**config.mk**
```make
export PLATFORM = sky130hd
export DESIGN_NAME = svc_axi_sram_if_rd_burst_flat
export DESIGN_NICKNAME = d
export VERILOG_FILES = /design/src/rtl/svc_axi_pkg.sv /design/src/rtl/svc_axi_sram_if_rd_burst_if.sv /design/src/rtl/svc_axi_burst_addr.sv /design/src/rtl/svc_axi_sram_if_rd_burst.sv /design/src/flat_wrapper.sv
export SDC_FILE = /design/constraint.sdc
export NUM_CORES = 1
export LEC_CHECK = 0
export CORE_MARGIN = 8
export CORE_UTILIZATION = 35
export CTS_CLUSTER_SIZE = 8
export DETAILED_ROUTE_END_ITERATION = 10
export HOLD_SLACK_MARGIN = 0.02
export PLACE_DENSITY = 0.67
export SYNTH_ARGS = -nofsm -noshare
export SYNTH_HDL_FRONTEND = slang
export SYNTH_SLANG_ARGS = --single-unit
```
**constraint.sdc**
```tcl
create_clock -name clk -period 7.2 [get_ports clk]
set_input_delay 1.44 -clock clk [delete_from_list [all_inputs] [get_ports clk]]
set_output_delay 1.44 -clock clk [all_outputs]
set_load 0.1 [all_outputs]
```
**src/rtl/svc_axi_pkg.sv**
```systemverilog
// Shared AXI definitions: burst/response encodings, read front-end FSM states
// and a helper for the byte-offset width of a data bus.
package svc_axi_pkg;

  // AXI burst type encodings (arburst/awburst)
  localparam logic [1:0] AXI_BURST_FIXED = 2'b00;
  localparam logic [1:0] AXI_BURST_INCR  = 2'b01;
  localparam logic [1:0] AXI_BURST_WRAP  = 2'b10;

  // AXI response encodings
  localparam logic [1:0] AXI_RESP_OKAY   = 2'b00;

  // Read front-end control states
  typedef enum logic {
    RD_IDLE  = 1'b0,
    RD_BURST = 1'b1
  } rd_state_e;

  // Number of byte-offset bits inside one data word of dw bits
  function automatic int unsigned axi_lsb_bits(input int unsigned dw);
    return $clog2(dw) - 3;
  endfunction

endpackage

```
**src/rtl/svc_axi_sram_if_rd_burst_if.sv**
```systemverilog
// Bundle of the AXI read channels (AR, R) and the SRAM read command/response
// channels seen by svc_axi_sram_if_rd_burst.
//  slave  : the front end's view (AXI slave, SRAM requester)
//  master : the environment's view (AXI master, SRAM model)
interface svc_axi_sram_if_rd_burst_if #(
  parameter int AXI_ADDR_WIDTH = 20,
  parameter int AXI_DATA_WIDTH = 16,
  parameter int AXI_ID_WIDTH   = 4
);
  import svc_axi_pkg::*;

  localparam int LSB = axi_lsb_bits(AXI_DATA_WIDTH);
  localparam int SAW = AXI_ADDR_WIDTH - LSB;
  localparam int MW  = AXI_ID_WIDTH + 1;

  // AXI AR channel
  logic                      s_axi_arvalid;
  logic                      s_axi_arready;
  logic [AXI_ID_WIDTH-1:0]   s_axi_arid;
  logic [AXI_ADDR_WIDTH-1:0] s_axi_araddr;
  logic [7:0]                s_axi_arlen;
  logic [2:0]                s_axi_arsize;
  logic [1:0]                s_axi_arburst;

  // AXI R channel
  logic                      s_axi_rvalid;
  logic                      s_axi_rready;
  logic [AXI_ID_WIDTH-1:0]   s_axi_rid;
  logic [AXI_DATA_WIDTH-1:0] s_axi_rdata;
  logic [1:0]                s_axi_rresp;
  logic                      s_axi_rlast;

  // SRAM read command channel
  logic                      sram_rd_cmd_valid;
  logic                      sram_rd_cmd_ready;
  logic [SAW-1:0]            sram_rd_cmd_addr;
  logic [MW-1:0]             sram_rd_cmd_meta;

  // SRAM read response channel
  logic                      sram_rd_resp_valid;
  logic                      sram_rd_resp_ready;
  logic [AXI_DATA_WIDTH-1:0] sram_rd_resp_data;
  logic [MW-1:0]             sram_rd_resp_meta;

  modport slave (
    input  s_axi_arvalid, s_axi_arid, s_axi_araddr, s_axi_arlen, s_axi_arsize, s_axi_arburst,
    output s_axi_arready,
    output s_axi_rvalid, s_axi_rid, s_axi_rdata, s_axi_rresp, s_axi_rlast,
    input  s_axi_rready,
    output sram_rd_cmd_valid, sram_rd_cmd_addr, sram_rd_cmd_meta,
    input  sram_rd_cmd_ready,
    input  sram_rd_resp_valid, sram_rd_resp_data, sram_rd_resp_meta,
    output sram_rd_resp_ready
  );

  modport master (
    output s_axi_arvalid, s_axi_arid, s_axi_araddr, s_axi_arlen, s_axi_arsize, s_axi_arburst,
    input  s_axi_arready,
    input  s_axi_rvalid, s_axi_rid, s_axi_rdata, s_axi_rresp, s_axi_rlast,
    output s_axi_rready,
    input  sram_rd_cmd_valid, sram_rd_cmd_addr, sram_rd_cmd_meta,
    output sram_rd_cmd_ready,
    output sram_rd_resp_valid, sram_rd_resp_data, sram_rd_resp_meta,
    input  sram_rd_resp_ready
  );

endinterface

```
**src/rtl/svc_axi_burst_addr.sv**
```systemverilog
// Combinational AXI next-beat byte address. Shared by read and write sides.
// FIXED keeps the address, INCR and the reserved encoding align down to the
// beat size and step by one beat. WRAP stepping is only built when
// SVC_AXI_SRAM_IF_RD_WRAP_EN is defined; otherwise WRAP steps like INCR.
// All arithmetic is AW bits wide, so the address wraps modulo 2^AW.
module svc_axi_burst_addr
  import svc_axi_pkg::*;
#(
  parameter int AW = 20
) (
  input  logic [AW-1:0] addr,
  input  logic [2:0]    size,
  input  logic [7:0]    len,
  input  logic [1:0]    burst,
  output logic [AW-1:0] next_addr
);

  logic [AW-1:0] beat_bytes;
  logic [AW-1:0] incr_addr;

  assign beat_bytes = AW'(1) << size;
  assign incr_addr  = (addr & ~(beat_bytes - AW'(1))) + beat_bytes;

`ifdef SVC_AXI_SRAM_IF_RD_WRAP_EN
  logic [AW-1:0] wrap_mask;
  logic [AW-1:0] wrap_addr;

  // Wrap window is the total burst length in bytes (a power of two for legal WRAP)
  assign wrap_mask = ((AW'(len) + AW'(1)) << size) - AW'(1);
  assign wrap_addr = (addr & ~wrap_mask) | ((addr + beat_bytes) & wrap_mask);

  // Select the step rule for the burst type
  always_comb begin
    next_addr = incr_addr;
    case (burst)
      AXI_BURST_FIXED: next_addr = addr;
      AXI_BURST_WRAP:  next_addr = wrap_addr;
      default:         next_addr = incr_addr;
    endcase
  end
`else
  // Burst length only matters for the wrap window
  logic unused_len;
  assign unused_len = ^len;

  // Select the step rule for the burst type; WRAP steps like INCR
  always_comb begin
    next_addr = incr_addr;
    case (burst)
      AXI_BURST_FIXED: next_addr = addr;
      default:         next_addr = incr_addr;
    endcase
  end
`endif

endmodule

```
**src/rtl/svc_axi_sram_if_rd_burst.sv**
```systemverilog
// AXI4 read-slave front end for a single-port SRAM.
// Accepts one AR burst at a time and issues one SRAM word read per beat,
// carrying {id, last} in the SRAM meta field so the R channel can be driven
// straight from the SRAM responses (which come back in command order).
// Narrow beats read the whole containing word; no lane steering is done.
// Optional feature macro: SVC_AXI_SRAM_IF_RD_WRAP_EN enables WRAP stepping
// (otherwise WRAP bursts step like INCR).
module svc_axi_sram_if_rd_burst
  import svc_axi_pkg::*;
#(
  parameter int AXI_ADDR_WIDTH = 20,
  parameter int AXI_DATA_WIDTH = 16,
  parameter int AXI_ID_WIDTH   = 4
) (
  input logic                       clk,
  input logic                       rst_n,
  svc_axi_sram_if_rd_burst_if.slave bus
);

  localparam int AW  = AXI_ADDR_WIDTH;
  localparam int IW  = AXI_ID_WIDTH;
  localparam int LSB = axi_lsb_bits(AXI_DATA_WIDTH);
  localparam int MW  = IW + 1;

  rd_state_e     state_reg, state_next;
  logic          arready_reg, arready_next;
  logic          cmd_valid_reg, cmd_valid_next;
  logic [IW-1:0] id_reg, id_next;
  logic [AW-1:0] addr_reg, addr_next;
  logic [7:0]    len_reg, len_next;
  logic [2:0]    size_reg, size_next;
  logic [1:0]    burst_reg, burst_next;
  logic [7:0]    beats_left_reg, beats_left_next;
  logic [AW-1:0] step_addr;
  logic          ar_fire;
  logic          cmd_fire;
  logic          last_beat;

  assign ar_fire   = arready_reg && bus.s_axi_arvalid;
  assign cmd_fire  = cmd_valid_reg && bus.sram_rd_cmd_ready;
  assign last_beat = (beats_left_reg == 8'd0);

  svc_axi_burst_addr #(
    .AW(AW)
  ) u_burst_addr (
    .addr      (addr_reg),
    .size      (size_reg),
    .len       (len_reg),
    .burst     (burst_reg),
    .next_addr (step_addr)
  );

  // Control and burst context registers; reset drops any burst in flight
  always_ff @(posedge clk) begin
    if (!rst_n) begin
      state_reg      <= RD_IDLE;
      arready_reg    <= 1'b0;
      cmd_valid_reg  <= 1'b0;
      id_reg         <= '0;
      addr_reg       <= '0;
      len_reg        <= '0;
      size_reg       <= '0;
      burst_reg      <= '0;
      beats_left_reg <= '0;
    end else begin
      state_reg      <= state_next;
      arready_reg    <= arready_next;
      cmd_valid_reg  <= cmd_valid_next;
      id_reg         <= id_next;
      addr_reg       <= addr_next;
      len_reg        <= len_next;
      size_reg       <= size_next;
      burst_reg      <= burst_next;
      beats_left_reg <= beats_left_next;
    end
  end

  // Next-state: accept an AR in IDLE, then walk the burst one command per handshake
  always_comb begin
    state_next      = state_reg;
    arready_next    = arready_reg;
    cmd_valid_next  = cmd_valid_reg;
    id_next         = id_reg;
    addr_next       = addr_reg;
    len_next        = len_reg;
    size_next       = size_reg;
    burst_next      = burst_reg;
    beats_left_next = beats_left_reg;
    case (state_reg)
      RD_IDLE: begin
        arready_next = 1'b1;
        if (ar_fire) begin
          id_next         = bus.s_axi_arid;
          addr_next       = bus.s_axi_araddr;
          len_next        = bus.s_axi_arlen;
          size_next       = bus.s_axi_arsize;
          burst_next      = bus.s_axi_arburst;
          beats_left_next = bus.s_axi_arlen;
          arready_next    = 1'b0;
          cmd_valid_next  = 1'b1;
          state_next      = RD_BURST;
        end
      end
      RD_BURST: begin
        arready_next = 1'b0;
        if (cmd_fire) begin
          if (last_beat) begin
            cmd_valid_next = 1'b0;
            arready_next   = 1'b1;
            state_next     = RD_IDLE;
          end else begin
            beats_left_next = beats_left_reg - 8'd1;
            addr_next       = step_addr;
          end
        end
      end
      default: begin
        state_next     = RD_IDLE;
        arready_next   = 1'b0;
        cmd_valid_next = 1'b0;
      end
    endcase
  end

  assign bus.s_axi_arready     = arready_reg;
  assign bus.sram_rd_cmd_valid = cmd_valid_reg;
  assign bus.sram_rd_cmd_addr  = addr_reg[AW-1:LSB];
  assign bus.sram_rd_cmd_meta  = {id_reg, last_beat};

  // R channel is a straight pass-through of the SRAM response
  assign bus.s_axi_rvalid       = bus.sram_rd_resp_valid;
  assign bus.sram_rd_resp_ready = bus.s_axi_rready;
  assign bus.s_axi_rdata        = bus.sram_rd_resp_data;
  assign bus.s_axi_rid          = bus.sram_rd_resp_meta[MW-1:1];
  assign bus.s_axi_rlast        = bus.sram_rd_resp_meta[0];
  assign bus.s_axi_rresp        = AXI_RESP_OKAY;

endmodule

```
**src/flat_wrapper.sv**
```systemverilog
// flat-port wrapper written by rule: the top's interface ports become plain ports
module svc_axi_sram_if_rd_burst_flat import svc_axi_pkg::*;
#(
  parameter int AXI_ADDR_WIDTH = 20,
  parameter int AXI_DATA_WIDTH = 16,
  parameter int AXI_ID_WIDTH   = 4
)
  (clk, rst_n, bus_s_axi_arvalid, bus_s_axi_arid, bus_s_axi_araddr, bus_s_axi_arlen, bus_s_axi_arsize, bus_s_axi_arburst, bus_s_axi_arready, bus_s_axi_rvalid, bus_s_axi_rid, bus_s_axi_rdata, bus_s_axi_rresp, bus_s_axi_rlast, bus_s_axi_rready, bus_sram_rd_cmd_valid, bus_sram_rd_cmd_addr, bus_sram_rd_cmd_meta, bus_sram_rd_cmd_ready, bus_sram_rd_resp_valid, bus_sram_rd_resp_data, bus_sram_rd_resp_meta, bus_sram_rd_resp_ready);
  svc_axi_sram_if_rd_burst_if #(.AXI_ADDR_WIDTH(AXI_ADDR_WIDTH), .AXI_DATA_WIDTH(AXI_DATA_WIDTH), .AXI_ID_WIDTH(AXI_ID_WIDTH)) bus_i ();
  input logic clk;
  input logic rst_n;
  input wire logic [$bits(bus_i.s_axi_arvalid)-1:0] bus_s_axi_arvalid;
  input wire logic [$bits(bus_i.s_axi_arid)-1:0] bus_s_axi_arid;
  input wire logic [$bits(bus_i.s_axi_araddr)-1:0] bus_s_axi_araddr;
  input wire logic [$bits(bus_i.s_axi_arlen)-1:0] bus_s_axi_arlen;
  input wire logic [$bits(bus_i.s_axi_arsize)-1:0] bus_s_axi_arsize;
  input wire logic [$bits(bus_i.s_axi_arburst)-1:0] bus_s_axi_arburst;
  output wire logic [$bits(bus_i.s_axi_arready)-1:0] bus_s_axi_arready;
  output wire logic [$bits(bus_i.s_axi_rvalid)-1:0] bus_s_axi_rvalid;
  output wire logic [$bits(bus_i.s_axi_rid)-1:0] bus_s_axi_rid;
  output wire logic [$bits(bus_i.s_axi_rdata)-1:0] bus_s_axi_rdata;
  output wire logic [$bits(bus_i.s_axi_rresp)-1:0] bus_s_axi_rresp;
  output wire logic [$bits(bus_i.s_axi_rlast)-1:0] bus_s_axi_rlast;
  input wire logic [$bits(bus_i.s_axi_rready)-1:0] bus_s_axi_rready;
  output wire logic [$bits(bus_i.sram_rd_cmd_valid)-1:0] bus_sram_rd_cmd_valid;
  output wire logic [$bits(bus_i.sram_rd_cmd_addr)-1:0] bus_sram_rd_cmd_addr;
  output wire logic [$bits(bus_i.sram_rd_cmd_meta)-1:0] bus_sram_rd_cmd_meta;
  input wire logic [$bits(bus_i.sram_rd_cmd_ready)-1:0] bus_sram_rd_cmd_ready;
  input wire logic [$bits(bus_i.sram_rd_resp_valid)-1:0] bus_sram_rd_resp_valid;
  input wire logic [$bits(bus_i.sram_rd_resp_data)-1:0] bus_sram_rd_resp_data;
  input wire logic [$bits(bus_i.sram_rd_resp_meta)-1:0] bus_sram_rd_resp_meta;
  output wire logic [$bits(bus_i.sram_rd_resp_ready)-1:0] bus_sram_rd_resp_ready;
  assign bus_i.s_axi_arvalid = bus_s_axi_arvalid;
  assign bus_i.s_axi_arid = bus_s_axi_arid;
  assign bus_i.s_axi_araddr = bus_s_axi_araddr;
  assign bus_i.s_axi_arlen = bus_s_axi_arlen;
  assign bus_i.s_axi_arsize = bus_s_axi_arsize;
  assign bus_i.s_axi_arburst = bus_s_axi_arburst;
  assign bus_s_axi_arready = bus_i.s_axi_arready;
  assign bus_s_axi_rvalid = bus_i.s_axi_rvalid;
  assign bus_s_axi_rid = bus_i.s_axi_rid;
  assign bus_s_axi_rdata = bus_i.s_axi_rdata;
  assign bus_s_axi_rresp = bus_i.s_axi_rresp;
  assign bus_s_axi_rlast = bus_i.s_axi_rlast;
  assign bus_i.s_axi_rready = bus_s_axi_rready;
  assign bus_sram_rd_cmd_valid = bus_i.sram_rd_cmd_valid;
  assign bus_sram_rd_cmd_addr = bus_i.sram_rd_cmd_addr;
  assign bus_sram_rd_cmd_meta = bus_i.sram_rd_cmd_meta;
  assign bus_i.sram_rd_cmd_ready = bus_sram_rd_cmd_ready;
  assign bus_i.sram_rd_resp_valid = bus_sram_rd_resp_valid;
  assign bus_i.sram_rd_resp_data = bus_sram_rd_resp_data;
  assign bus_i.sram_rd_resp_meta = bus_sram_rd_resp_meta;
  assign bus_sram_rd_resp_ready = bus_i.sram_rd_resp_ready;
  svc_axi_sram_if_rd_burst #(.AXI_ADDR_WIDTH(AXI_ADDR_WIDTH), .AXI_DATA_WIDTH(AXI_DATA_WIDTH), .AXI_ID_WIDTH(AXI_ID_WIDTH)) u_core (.clk(clk), .rst_n(rst_n), .bus(bus_i));
endmodule
```
==> run_results.csv <==
group,metric,value,unit
timing,min_period,4.08,ns
global_route,grt_pass1_vias,2863,
clock_network,cts_tree,"yes",
pwr,switching_share,0.412,
timing,fmax,245,MHz
cells_and_area,syn_to_final_growth,15.8,%
worst_setup_path,cp_max_fo,25,
drt,drtPass1Iterations,4,
clock_network,postCtsSetupBuffers,0,
logic_synthesis,synth_warnings,0,
placed_design,post-dp-hpwl,6310,um
placed_design,dp.cells,524,
clock_network,clock-sinks,40,
logic_synthesis,ys.flop_type,"dfxtp_1",
floorplanning,die_w,110,um
drt,antenna_left,0,
pwr,finalPower,652,uW
logic_synthesis,synth_enable_flop_cells,0,
timing,fin_crit_sh,0.567,
worst_setup_path,crit_arrival,4.29,ns
worst_setup_path,worst_ep_required_time,7.41,ns
status,status,"completed",
logic_synthesis,synth-seq-cells,40,
drt,wl,8620,um
placed_design,gp_congestion,0.864,
drt,num_vias,2921,
cells_and_area,largest_reg_flops,20,
floorplanning,io_pins,115,
cells_and_area,antennaDiodeCount,0,
logic_synthesis,synth_area,3060,um^2
logic_synthesis,synth.yosys.seq_area_share,0.261,
global_route,grt_pass1_wl,14100,um
logic_synthesis,avgSynthCellArea,7.40,um^2
clock_network,hold_buffers,0,
run,cap_violations,0,
pwr,comb_power_share,0.382,
floorplanning,placementRows,34,
placed_design,portBuffers,66,
clock_network,insertion_delay,0.29,ns
pwr,p_int,384,uW
cells_and_area,nets,493,
timing,rsz0062_at_grt,"no",
pwr,p_leak,1.25,nW
worst_setup_path,start_kind,"input port",
floorplanning,initial_core_util,0.357,
pwr,powerDensity,184,nW/um^2
cells_and_area,final_cells,531,
timing,drv_slew,0,
drt,drtIter0Drc,158,
drt,post_drt_wl_per_cell,16.2,um
logic_synthesis,synthDistinctLibCells,59,
min_path,min_path_type,"flop to flop",
clock_network,cts_resized,0,
drt,drcViolationCount,0,
drt,viasPerCell,5.50,
timing,fin_skew,0.00803,ns
clock_network,root_buffer,"clkbuf_8",
cells_and_area,postLayoutCoreUtil,0.413,
timing,tightestPinTransition,0.993,ns
pwr,pwr-share-seq,0.396,
clock_network,cts_buffers,5,
pwr,p_sw,269,uW
timing,max_slew_margin,0.336,
global_route,antenna_found_initial,0,
floorplanning,die_area,12000,um^2
timing,hold_slack,0.462,ns
clock_network,clock_path_buffers,2,
cells_and_area,final_common_cell,"clkdlybuf4s50_1",
worst_setup_path,end_kind,"flop",
clock_network,cts_max_level,2,
global_route,overflow,0,
pwr,clkPwrFrac,0.222,
clock_network,path_clk_slew,0.08,ns
pwr,ir_drop,0.000131,V
logic_synthesis,synth_cells,414,
global_route,grt_usage,0.144,
global_route,grt_max_degree,34,
cells_and_area,final_cell_mix,"clkdlybuf4s50_1 (66), nand2_1 (45), dfxtp_1 (40), a21oi_1 (38), nor2_1 (31)",
worst_setup_path,criticalPathCategory,"input port to flop",
timing,final.setup.tns,0,ns
cells_and_area,drive_gt1_frac,0.0426,
floorplanning,core_area,8590,um^2
logic_synthesis,async_flop_share,0,
floorplanning,die_h,110,um
timing,setup_viol,0,
timing,finalHoldViolations,0,
metal layers:
layer  wire length, um  vias to the layer above  GRT usage
li1                  -                     1458          -
met1              3820                     1352      0.182
met2              3900                       99      0.230
met3               814                       12     0.0451
met4                98                        0     0.0376
met5                 0                        -          0
stage by stage:
stage	area (um^2)	setup WS (ns)
final	3550	3.12
after global routing	3550	2.82
after CTS	3550	3.13
after detailed placement	3470	2.82
after global placement	3470	2.90
after floorplan	3070	4.06
Yosys cell counts, types with 6 or more instances:
| cell | instances | area, um^2 |
|---|---|---|
| buf_4 | 45 | 338 |
| nand2_1 | 45 | 169 |
| dfxtp_1 | 40 | 801 |
| a21oi_1 | 38 | 190 |
| nor2_1 | 31 | 116 |
| clkbuf_1 | 25 | 93.8 |
| nand3_1 | 16 | 80.1 |
| and3_1 | 15 | 93.8 |
| o21ai_0 | 13 | 65.1 |
| and2_1 | 11 | 68.8 |
| inv_1 | 11 | 41.3 |
| nor3_1 | 11 | 55.1 |
| mux2i_1 | 7 | 70.1 |
| xnor2_1 | 7 | 61.3 |
| ha_1 | 6 | 75.1 |
| o211ai_1 | 6 | 45.0 |
| o21a_1 | 6 | 45.0 |
worst paths after layout:
| kind | cells after the start | end | startpoint | slack (ns) |
|---|---|---|---|---|
| hold / removal | 2 | u_core.burst_reg[1] | u_core.burst_reg[1] | 0.46 |
| hold reg to reg | 2 | u_core.burst_reg[1] | u_core.burst_reg[1] | 0.46 |
| setup / recovery | 8 | u_core.addr_reg[14] | bus_s_axi_arvalid | 3.12 |
| setup reg to reg | 9 | u_core.addr_reg[19] | u_core.size_reg[0] | 3.69 |
critical path: stages:
cell	delay [ns]
clkdlybuf4s50_1	0.47
and3_1	0.73
nor2_1	0.42
a21oi_1	0.22
buf_4	0.30
nand3_2	0.14
o311a_1	0.36
a221oi_2	0.20
cell type report:
type | instances | area, um^2
clock buffer | 6 | 72.6
clock inverter | 1 | 5.00
fill | 871 | 5050
inverter | 12 | 45.0
multi-input combinational | 293 | 1790
sequential | 40 | 801
tap | 108 | 135
timing repair buffer | 71 | 698
power by group through the flow:
stage | Sequential, mW | Combinational [mW] | Clock (mW)
floorplan | 0.270 | 0.243 | 0
global placement | 0.262 | 0.247 | 0
detailed placement | 0.263 | 0.249 | 0
CTS | 0.258 | 0.250 | 0.149
global route | 0.261 | 0.268 | 0.160
finish | 0.258 | 0.249 | 0.145
logic make-up after synthesis:
| logic type | after synthesis | synth area share |
|---|---|---|
| muxes | 9 | 0.0302 |
| adders and majority gates | 6 | 0.0245 |
| buffers and inverters | 82 | 0.156 |
| AOI/OAI and AO/OA | 110 | 0.246 |
| and+or+nand+nor | 159 | 0.261 |
| DFF | 40 | 0.261 |
| xor gates and xnor gates | 7 | 0.0200 |
| other | 1 | 0.00122 |
Power figures use the tool's default switching activity.
